**src/rtl/lbus_master.sv**
```systemverilog
`default_nettype none
// ============================================================================
// Module   : lbus_master
// Purpose  : Single-outstanding local-bus initiator driving Address/Read/Write/
//            DataIn toward the trigger-board slaves and returning one response
//            per command. Define LBUS_ACK_EN for ack-terminated cycles with timeout.
// Revision : 1.0
// ============================================================================
module lbus_master #(
  parameter int ADDR_W  = 8,
  parameter int DATA_W  = 32,
  parameter int RD_WAIT = 1,
  parameter int TIMEOUT = 15
) (
  input  logic              clk,
  input  logic              rst,
  input  logic              cmd_valid,
  output logic              cmd_ready,
  input  logic              cmd_write,
  input  logic [ADDR_W-1:0] cmd_addr,
  input  logic [DATA_W-1:0] cmd_wdata,
  output logic              rsp_valid,
  input  logic              rsp_ready,
  output logic [DATA_W-1:0] rsp_data,
  output logic              rsp_err,
  output logic [ADDR_W-1:0] Address,
  output logic              Read,
  output logic              Write,
  output logic [DATA_W-1:0] DataIn,
  input  logic [DATA_W-1:0] bus_rdata,
  input  logic              bus_ack,
  output logic [7:0]        err_count
);

  typedef enum logic [1:0] {
    S_IDLE = 2'd0,
    S_ACC  = 2'd1,
    S_WAIT = 2'd2,
    S_RESP = 2'd3
  } state_t;

  localparam logic [DATA_W-1:0] c_TIMEOUT_DATA = DATA_W'(32'hDEADBEEF);
  localparam logic [7:0]        c_RD_WAIT      = 8'(RD_WAIT);
  localparam logic [7:0]        c_TIMEOUT      = 8'(TIMEOUT);

  state_t              r_state, w_state_nxt;
  logic [7:0]          r_cnt, w_cnt_nxt;
  logic                r_write;
  logic [ADDR_W-1:0]   r_addr;
  logic [DATA_W-1:0]   r_wdata;
  logic                r_cmd_ready, r_rsp_valid, r_rsp_err, r_read, r_write_stb;
  logic [DATA_W-1:0]   r_rsp_data, r_datain;
  logic [ADDR_W-1:0]   r_address;
  logic [7:0]          r_err_count;

  logic                w_accept, w_err_inc, w_rsp_err_nxt, w_write_sel, w_busy;
  logic [DATA_W-1:0]   w_rsp_data_nxt, w_wdata_sel;
  logic [ADDR_W-1:0]   w_addr_sel;
  logic                w_unused;

`ifdef LBUS_ACK_EN
  assign w_unused = ^{c_RD_WAIT};
`else
  assign w_unused = ^{bus_ack, c_TIMEOUT};
`endif

  always_comb begin
    w_state_nxt    = r_state;
    w_cnt_nxt      = r_cnt;
    w_rsp_data_nxt = r_rsp_data;
    w_rsp_err_nxt  = r_rsp_err;
    w_err_inc      = 1'b0;
    w_accept       = 1'b0;
    case (r_state)
      S_IDLE: begin
        if (cmd_valid && r_cmd_ready) begin
          w_accept    = 1'b1;
          w_state_nxt = S_ACC;
        end
      end
      S_ACC: begin
`ifdef LBUS_ACK_EN
        w_state_nxt = S_WAIT;
        w_cnt_nxt   = c_TIMEOUT;
`else
        w_rsp_err_nxt = 1'b0;
        if (r_write) begin
          w_state_nxt    = S_RESP;
          w_rsp_data_nxt = '0;
        end else if (c_RD_WAIT == 8'd0) begin
          w_state_nxt    = S_RESP;
          w_rsp_data_nxt = bus_rdata;
        end else begin
          w_state_nxt = S_WAIT;
          w_cnt_nxt   = c_RD_WAIT;
        end
`endif
      end
      S_WAIT: begin
`ifdef LBUS_ACK_EN
        // An ack in the final permitted cycle still wins over the timeout.
        if (bus_ack) begin
          w_state_nxt    = S_RESP;
          w_rsp_data_nxt = r_write ? '0 : bus_rdata;
          w_rsp_err_nxt  = 1'b0;
        end else if (r_cnt <= 8'd1) begin
          w_state_nxt    = S_RESP;
          w_rsp_data_nxt = c_TIMEOUT_DATA;
          w_rsp_err_nxt  = 1'b1;
          w_err_inc      = 1'b1;
        end else begin
          w_cnt_nxt = r_cnt - 8'd1;
        end
`else
        if (r_cnt <= 8'd1) begin
          w_state_nxt    = S_RESP;
          w_rsp_data_nxt = bus_rdata;
          w_rsp_err_nxt  = 1'b0;
        end else begin
          w_cnt_nxt = r_cnt - 8'd1;
        end
`endif
      end
      S_RESP: begin
        if (rsp_ready) w_state_nxt = S_IDLE;
      end
      default: w_state_nxt = S_IDLE;
    endcase

    // Bus outputs are registered, so they are derived from the next state.
    w_write_sel = w_accept ? cmd_write : r_write;
    w_addr_sel  = w_accept ? cmd_addr  : r_addr;
    w_wdata_sel = w_accept ? cmd_wdata : r_wdata;
    w_busy      = (w_state_nxt == S_ACC) || (w_state_nxt == S_WAIT);
  end

  always_ff @(posedge clk or posedge rst) begin
    if (rst) begin
      r_state     <= S_IDLE;
      r_cnt       <= 8'd0;
      r_write     <= 1'b0;
      r_addr      <= '0;
      r_wdata     <= '0;
      r_cmd_ready <= 1'b1;
      r_rsp_valid <= 1'b0;
      r_rsp_data  <= '0;
      r_rsp_err   <= 1'b0;
      r_address   <= '0;
      r_read      <= 1'b0;
      r_write_stb <= 1'b0;
      r_datain    <= '0;
      r_err_count <= 8'd0;
    end else begin
      r_state     <= w_state_nxt;
      r_cnt       <= w_cnt_nxt;
      if (w_accept) begin
        r_write <= cmd_write;
        r_addr  <= cmd_addr;
        r_wdata <= cmd_wdata;
      end
      r_cmd_ready <= (w_state_nxt == S_IDLE);
      r_rsp_valid <= (w_state_nxt == S_RESP);
      r_rsp_data  <= w_rsp_data_nxt;
      r_rsp_err   <= w_rsp_err_nxt;
      r_address   <= w_busy ? w_addr_sel : '0;
      r_read      <= w_busy && !w_write_sel;
      r_write_stb <= (w_state_nxt == S_ACC) && w_write_sel;
      r_datain    <= ((w_state_nxt == S_ACC) && w_write_sel) ? w_wdata_sel : '0;
      if (w_err_inc && (r_err_count != 8'hFF)) r_err_count <= r_err_count + 8'd1;
    end
  end

  assign cmd_ready = r_cmd_ready;
  assign rsp_valid = r_rsp_valid;
  assign rsp_data  = r_rsp_data;
  assign rsp_err   = r_rsp_err;
  assign Address   = r_address;
  assign Read      = r_read;
  assign Write     = r_write_stb;
  assign DataIn    = r_datain;
  assign err_count = r_err_count;

endmodule
`default_nettype wire

```
**config.mk**
```make
export PLATFORM = sky130hd
export DESIGN_NAME = lbus_master
export DESIGN_NICKNAME = d
export VERILOG_FILES = /design/src/rtl/lbus_master.sv
export SDC_FILE = /design/constraint.sdc
export NUM_CORES = 1
export LEC_CHECK = 0
export CAP_MARGIN = 15
export CORE_UTILIZATION = 35
export CTS_CLUSTER_DIAMETER = 150
export DETAILED_ROUTE_END_ITERATION = 10
export SYNTH_ARGS = -nofsm -noshare
export SYNTH_HDL_FRONTEND = slang
export SYNTH_SLANG_ARGS = --single-unit
```
**constraint.sdc**
```tcl
create_clock -name clk -period 9.9 [get_ports clk]
set_clock_uncertainty 0.2 [all_clocks]
set_input_delay 2.97 -clock clk [delete_from_list [all_inputs] [get_ports clk]]
set_output_delay 2.97 -clock clk [all_outputs]
set_load 0.005 [all_outputs]
```
### Word-level counts from Yosys, hierarchy flattened

Cells that the tools add are included.

| word-level totals | value |
|---|---|
| ROM bits | 0 |
| bits in registers | 128 |
| latch bits | 0 |
| word-level logic and storage cells | 56 |
| bits of input ports | 78 |
| output and inout bits | 85 |
| bits in writable memories | 0 |
| memories | 0 |

| operators by class | value |
|---|---|
| mux-type cells | 20 |
| magnitude comparators | 1 |
| eq/ne operators | 10 |
| bitwise gates (word level) | 0 |
| add/sub/neg operators | 1 |
| shifts and indexed selects | 0 |
| div/mod/pow operators | 0 |
| multipliers | 0 |
| reductions and logical operators | 11 |

Operators with widths:

| operator | number |
|---|---|
| $mux W32 | 4 |
| $pmux W32 S2 | 1 |
| $mux W8 | 4 |
| $pmux W8 S2 | 1 |
| $eq A2 B2 Y1 const B | 4 |
| $le A8 B1 Y1 const B | 1 |
| $ne A2 B2 Y1 const B | 4 |
| $pmux W2 S4 | 1 |
| $sub A8 B1 Y8 const B | 1 |
| $mux W2 | 3 |
| $reduce_and A3 Y1 | 2 |
| $mux W1 | 5 |
| $eq A2 B1 Y1 const B | 2 |
| $logic_not A2 Y1 | 2 |
| $logic_and A1 B1 Y1 | 3 |
| $pmux W1 S2 | 1 |
| $reduce_and A2 Y1 | 1 |
| $reduce_bool A2 Y1 | 1 |
| $logic_not A1 Y1 | 1 |
| $logic_or A1 B1 Y1 | 1 |

### Logic depth before layout (Yosys ltp)

| logic depth | value |
|---|---|
| depth in word-level cells | 6 |
| mapped depth | 10 |
| depth with buffers taken out | 9 |

### Least setup slack after synthesis

Ideal clock, no wire load.

| timing path | value |
|---|---|
| path type | input port to flip-flop |
| from | in rsp_ready |
| to | reg r_datain[25], in the netlist DataIn[25] |
| arrival time | 4.072 ns |
| stages | 7 |
| data required time | 9.633 ns |
| buffers on the path | 1 |
| setup slack | 5.561 ns |
| setup time | 0.067 ns |
| cell sequence | nor2b_1 nor4_1 a21oi_1 o41a_1 ha_1 clkbuf_1 and3_1 |

| between the ends | value |
|---|---|
| cells in the longest elaborated chain, start to end | 5 |

Ends and longest elaborated chain:

| what | line | source |
|---|---|---|
| from (decl) | 23 | `input logic rsp_ready,` |
| $mux W2 | 125 | `if (rsp_ready) w_state_nxt = S_IDLE;` |
| $pmux W2 S4 | 74 | `case (r_state)` |
| named net w_state_nxt[0] | 46 | `state_t r_state, w_state_nxt;` |
| $eq A2 B1 Y1 | 168 | `r_datain <= ((w_state_nxt == S_ACC) && w_write_sel) ? w_wdata_sel : '0;` |
| $logic_and A1 B1 Y1 | 168 |  |
| $mux W32 | 168 |  |
| to (signal assigned) | 168 |  |
| to (decl) | 52 | `logic [DATA_W-1:0] r_rsp_data, r_datain;` |

The timed path passes the listed nets, and every way through them passes these cells.
A chain may end at the register's enable or synchronous reset.

### Final worst setup path

| timing path | value |
|---|---|
| from | in rsp_ready |
| to | reg r_datain[18], in the netlist DataIn[18] |

Same word-level chain as after synthesis.

==> results.cfg <==
[pwr]
p_seq_share_pct = 34.2
cellPowerDensity_nw_per_um2 = 322.2
pwr-share-comb_pct = 40.9
power.total_mw = 2.396
p_clk_share_pct = 24.9
p_sw_share_pct = 31.37
internal_power_mw = 1.644
vdd_ir_drop_max_mv = 0.1422
leakage_nw = 3.396
p_sw_mw = 0.7518

[clock_network]
htreeDepth = 4
cts_hold_buf = 0
cts_tree = yes
cts_root_buf = clkbuf_16
cts_resized = 0
clock_latency_ps = 400
numCtsBuffers = 17
path_clk_slew_ps = 50
cts_setup_buffers = 0
cts_buffer_depth = 2
cts_sinks = 127

[placed_design]
hpwl_microns = 7483
place_congestion = 0.8502
io_buffer_count = 152

[setup_path]
critPathMaxStageDelay_ps = 500
crit_required_ps = 10040
critical_path_peak_fanout = 23
cp.arrival_ps = 4890
endpoint_kind = flip-flop
slowest_stage = ha_1
path_class = in2reg
cp-start-kind = input pin
path_cells = clkdlybuf4s50_1 -> nor2b_1 -> nor4_1 -> a21oi_1 -> o41a_1 -> ha_1 -> buf_16 -> and3_1

[global_route]
track_usage_pct = 15.43
grt_first_pass_wirelength_microns = 17760
overflow = 0
grt_pass1_vias = 3608
use_met3_pct = 5.357
busiest_layer = met2
grt_max_degree = 72
grt_use_met2_pct = 24.90
antenna_found_initial = 0
use_met1_pct = 18.62

[sta]
relSlewSlack_pct = 41.38
worst_pin_slew_ps = 879.3
rsz0062_at_grt = no
setup_viol = 0
hold_viol = 0
post-route-min-period_ps = 4756
drv_slew = 0
whs_ps = 287.4
timing.setup.tns_ps = 0
min_period_over_period_pct = 48.04
max_freq_mhz = 210.3

[synthesis]
ys_ff_latch = 127
yosys-top-cells-area = dfrtp_1 (61%), mux2_2 (9.1%), mux2i_1 (6.4%)
syn_area_sq_um = 5174
synth_top_cell_by_area = dfrtp_1
yosysSeqAreaShare_pct = 61.45
avgSynthCellArea_sq_um = 12.53
ys.flop_type = dfrtp_1
async_flop_share_pct = 100.0
synth_most_common_cell = dfrtp_1
synth_edf_count = 0
synthTopCellsByCount = dfrtp_1 (126), inv_1 (42), mux2_2 (42), nand2_1 (36)
ys_warn_count = 0
syn-instance-count = 413
yosysUniqueCellTypes = 42
synth_top_cell_area_share_pct = 60.94

[route]
wl_per_cell_microns = 14.78
antenna_left = 0
routed_wl_microns = 11320
drc_errors = 0
drt-pass1-iter-count = 4
drtIter0Drc = 113
routed_via_density = 4.576
via_count = 3505

[floorplan]
die_w_microns = 123.6
dieHeight_microns = 123.6
core_sq_um = 14480
dieArea_sq_um = 15270
initial_core_util_pct = 35.73
ios = 163
rows = 44

[worst_hold_path]
worst_hold_path_type = reg2reg

[final_layout]
syn2layout_area_growth_pct = 43.75
fin_nets = 657
drive_above_1_share_pct = 14.43
diodes = 0

[run]
cap_violations = 0

[outcome]
status = completed
state kept, by name, indices dropped and copies added (netlist names):
signal and flops:
r_write 1, Address 8, r_cnt 8, Read 1, cmd_ready 1, r_wdata 32
Write 1, r_state 2, DataIn 32, rsp_valid 1, rsp_data 32, r_addr 8
final cells by class:
cell class / count / area, sq um
well taps: 184 / 230.2
multi-input cells: 225 / 1714
repair buffers: 157 / 1579
inverters: 42 / 160.2
clock inverters: 10 / 113.9
clock buffers: 21 / 460.4
flip-flops and latches: 127 / 3179
fillers: 1277 / 7042
power groups by stage:
stage               Combinational (mW)  Sequential [mW]  Clock [mW]
CTS                              0.980            0.823       0.612
floorplan                        0.578            0.827           0
global route                      1.09            0.844       0.636
global placement                 0.945            0.820           0
detailed placement               0.976            0.830           0
finish                           0.980            0.821       0.596
per-layer routing:
metal / routed length, microns / part of all wire [%] / vias up
met5: 0 / 0 / -
met4: 150 / 1.3 / 0
met3: 876 / 7.7 / 13
met2: 5338 / 47 / 114
met1: 4955 / 44 / 1700
li1: - / - / 1678
kinds of logic after synthesis:
logic type | count (synthesis) | share of synthesized area (%)
compound gates | 24 | 3.386
fa+ha+maj | 9 | 2.177
buf+inv | 69 | 6.094
flops | 127 | 61.45
mux | 75 | 15.53
other cells | 1 | 0.07248
simple gates | 108 | 11.29
per-stage QoR:
step | area [sq um] | util [%] | worst slack [ps] | cells
final | 7437 | 51.37 | 5144 | 766
after global placement | 6835 | 47.21 | 4417 | 734
after CTS | 7410 | 51.18 | 4739 | 765
after global routing | 7437 | 51.37 | 4988 | 766
after detailed placement | 6835 | 47.21 | 4344 | 734
after floorplan | 5204 | - | 3347 | 421
worst paths after layout:
kind | endpoint | from | slack, ps | depth (start not counted)
worst max-delay path | DataIn[18]$_DFF_PP0_ | rsp_ready | 5140 | 8
worst min-delay path | r_wdata[29]$_DFF_PP0_ | r_wdata[29]$_DFF_PP0_ | 290 | 1
worst max register to register | DataIn[18]$_DFF_PP0_ | r_cnt[0]$_DFFE_PP0P_ | 7120 | 8
worst min register to register | r_wdata[29]$_DFF_PP0_ | r_wdata[29]$_DFF_PP0_ | 290 | 1
max in group asynchronous | DataIn[10]$_DFF_PP0_ | rst | 5320 | 3
min in group asynchronous | rsp_data[9]$_DFFE_PP0P_ | rst | 2910 | 2
cell usage in the layout (no fill, tap or decap), types with 2 or more instances in the layout:
master / synthesis / routed
clkdlybuf4s50_1: 0 / 152
dfrtp_1: 126 / 126
mux2_2: 42 / 42
inv_1: 42 / 41
nand2_1: 36 / 36
mux2i_1: 33 / 33
and3_1: 33 / 33
clkbuf_16: 0 / 17
and2_1: 9 / 9
ha_1: 9 / 9
conb_1: 1 / 9
nor2_1: 7 / 7
o21ai_0: 5 / 5
a21oi_1: 5 / 5
clkinvlp_4: 0 / 4
buf_4: 9 / 4
or3_1: 3 / 3
a22o_1: 3 / 3
nand3_1: 4 / 3
nor4_1: 3 / 3
clkinv_2: 0 / 3
or3_4: 2 / 2
nor3b_1: 2 / 2
o211ai_1: 2 / 2
clkbuf_1: 9 / 2
clkbuf_8: 0 / 2
bufinv_16: 0 / 2
critical path, delay by kind of cell:
kind	cells	cell delay, ps
AO/OA/AOI/OAI	2	410
adder cells (fa/ha/maj)	1	500
buffers and inverters	2	630
AND/OR/NAND/NOR	3	380
(Power assumes the default switching activity.)
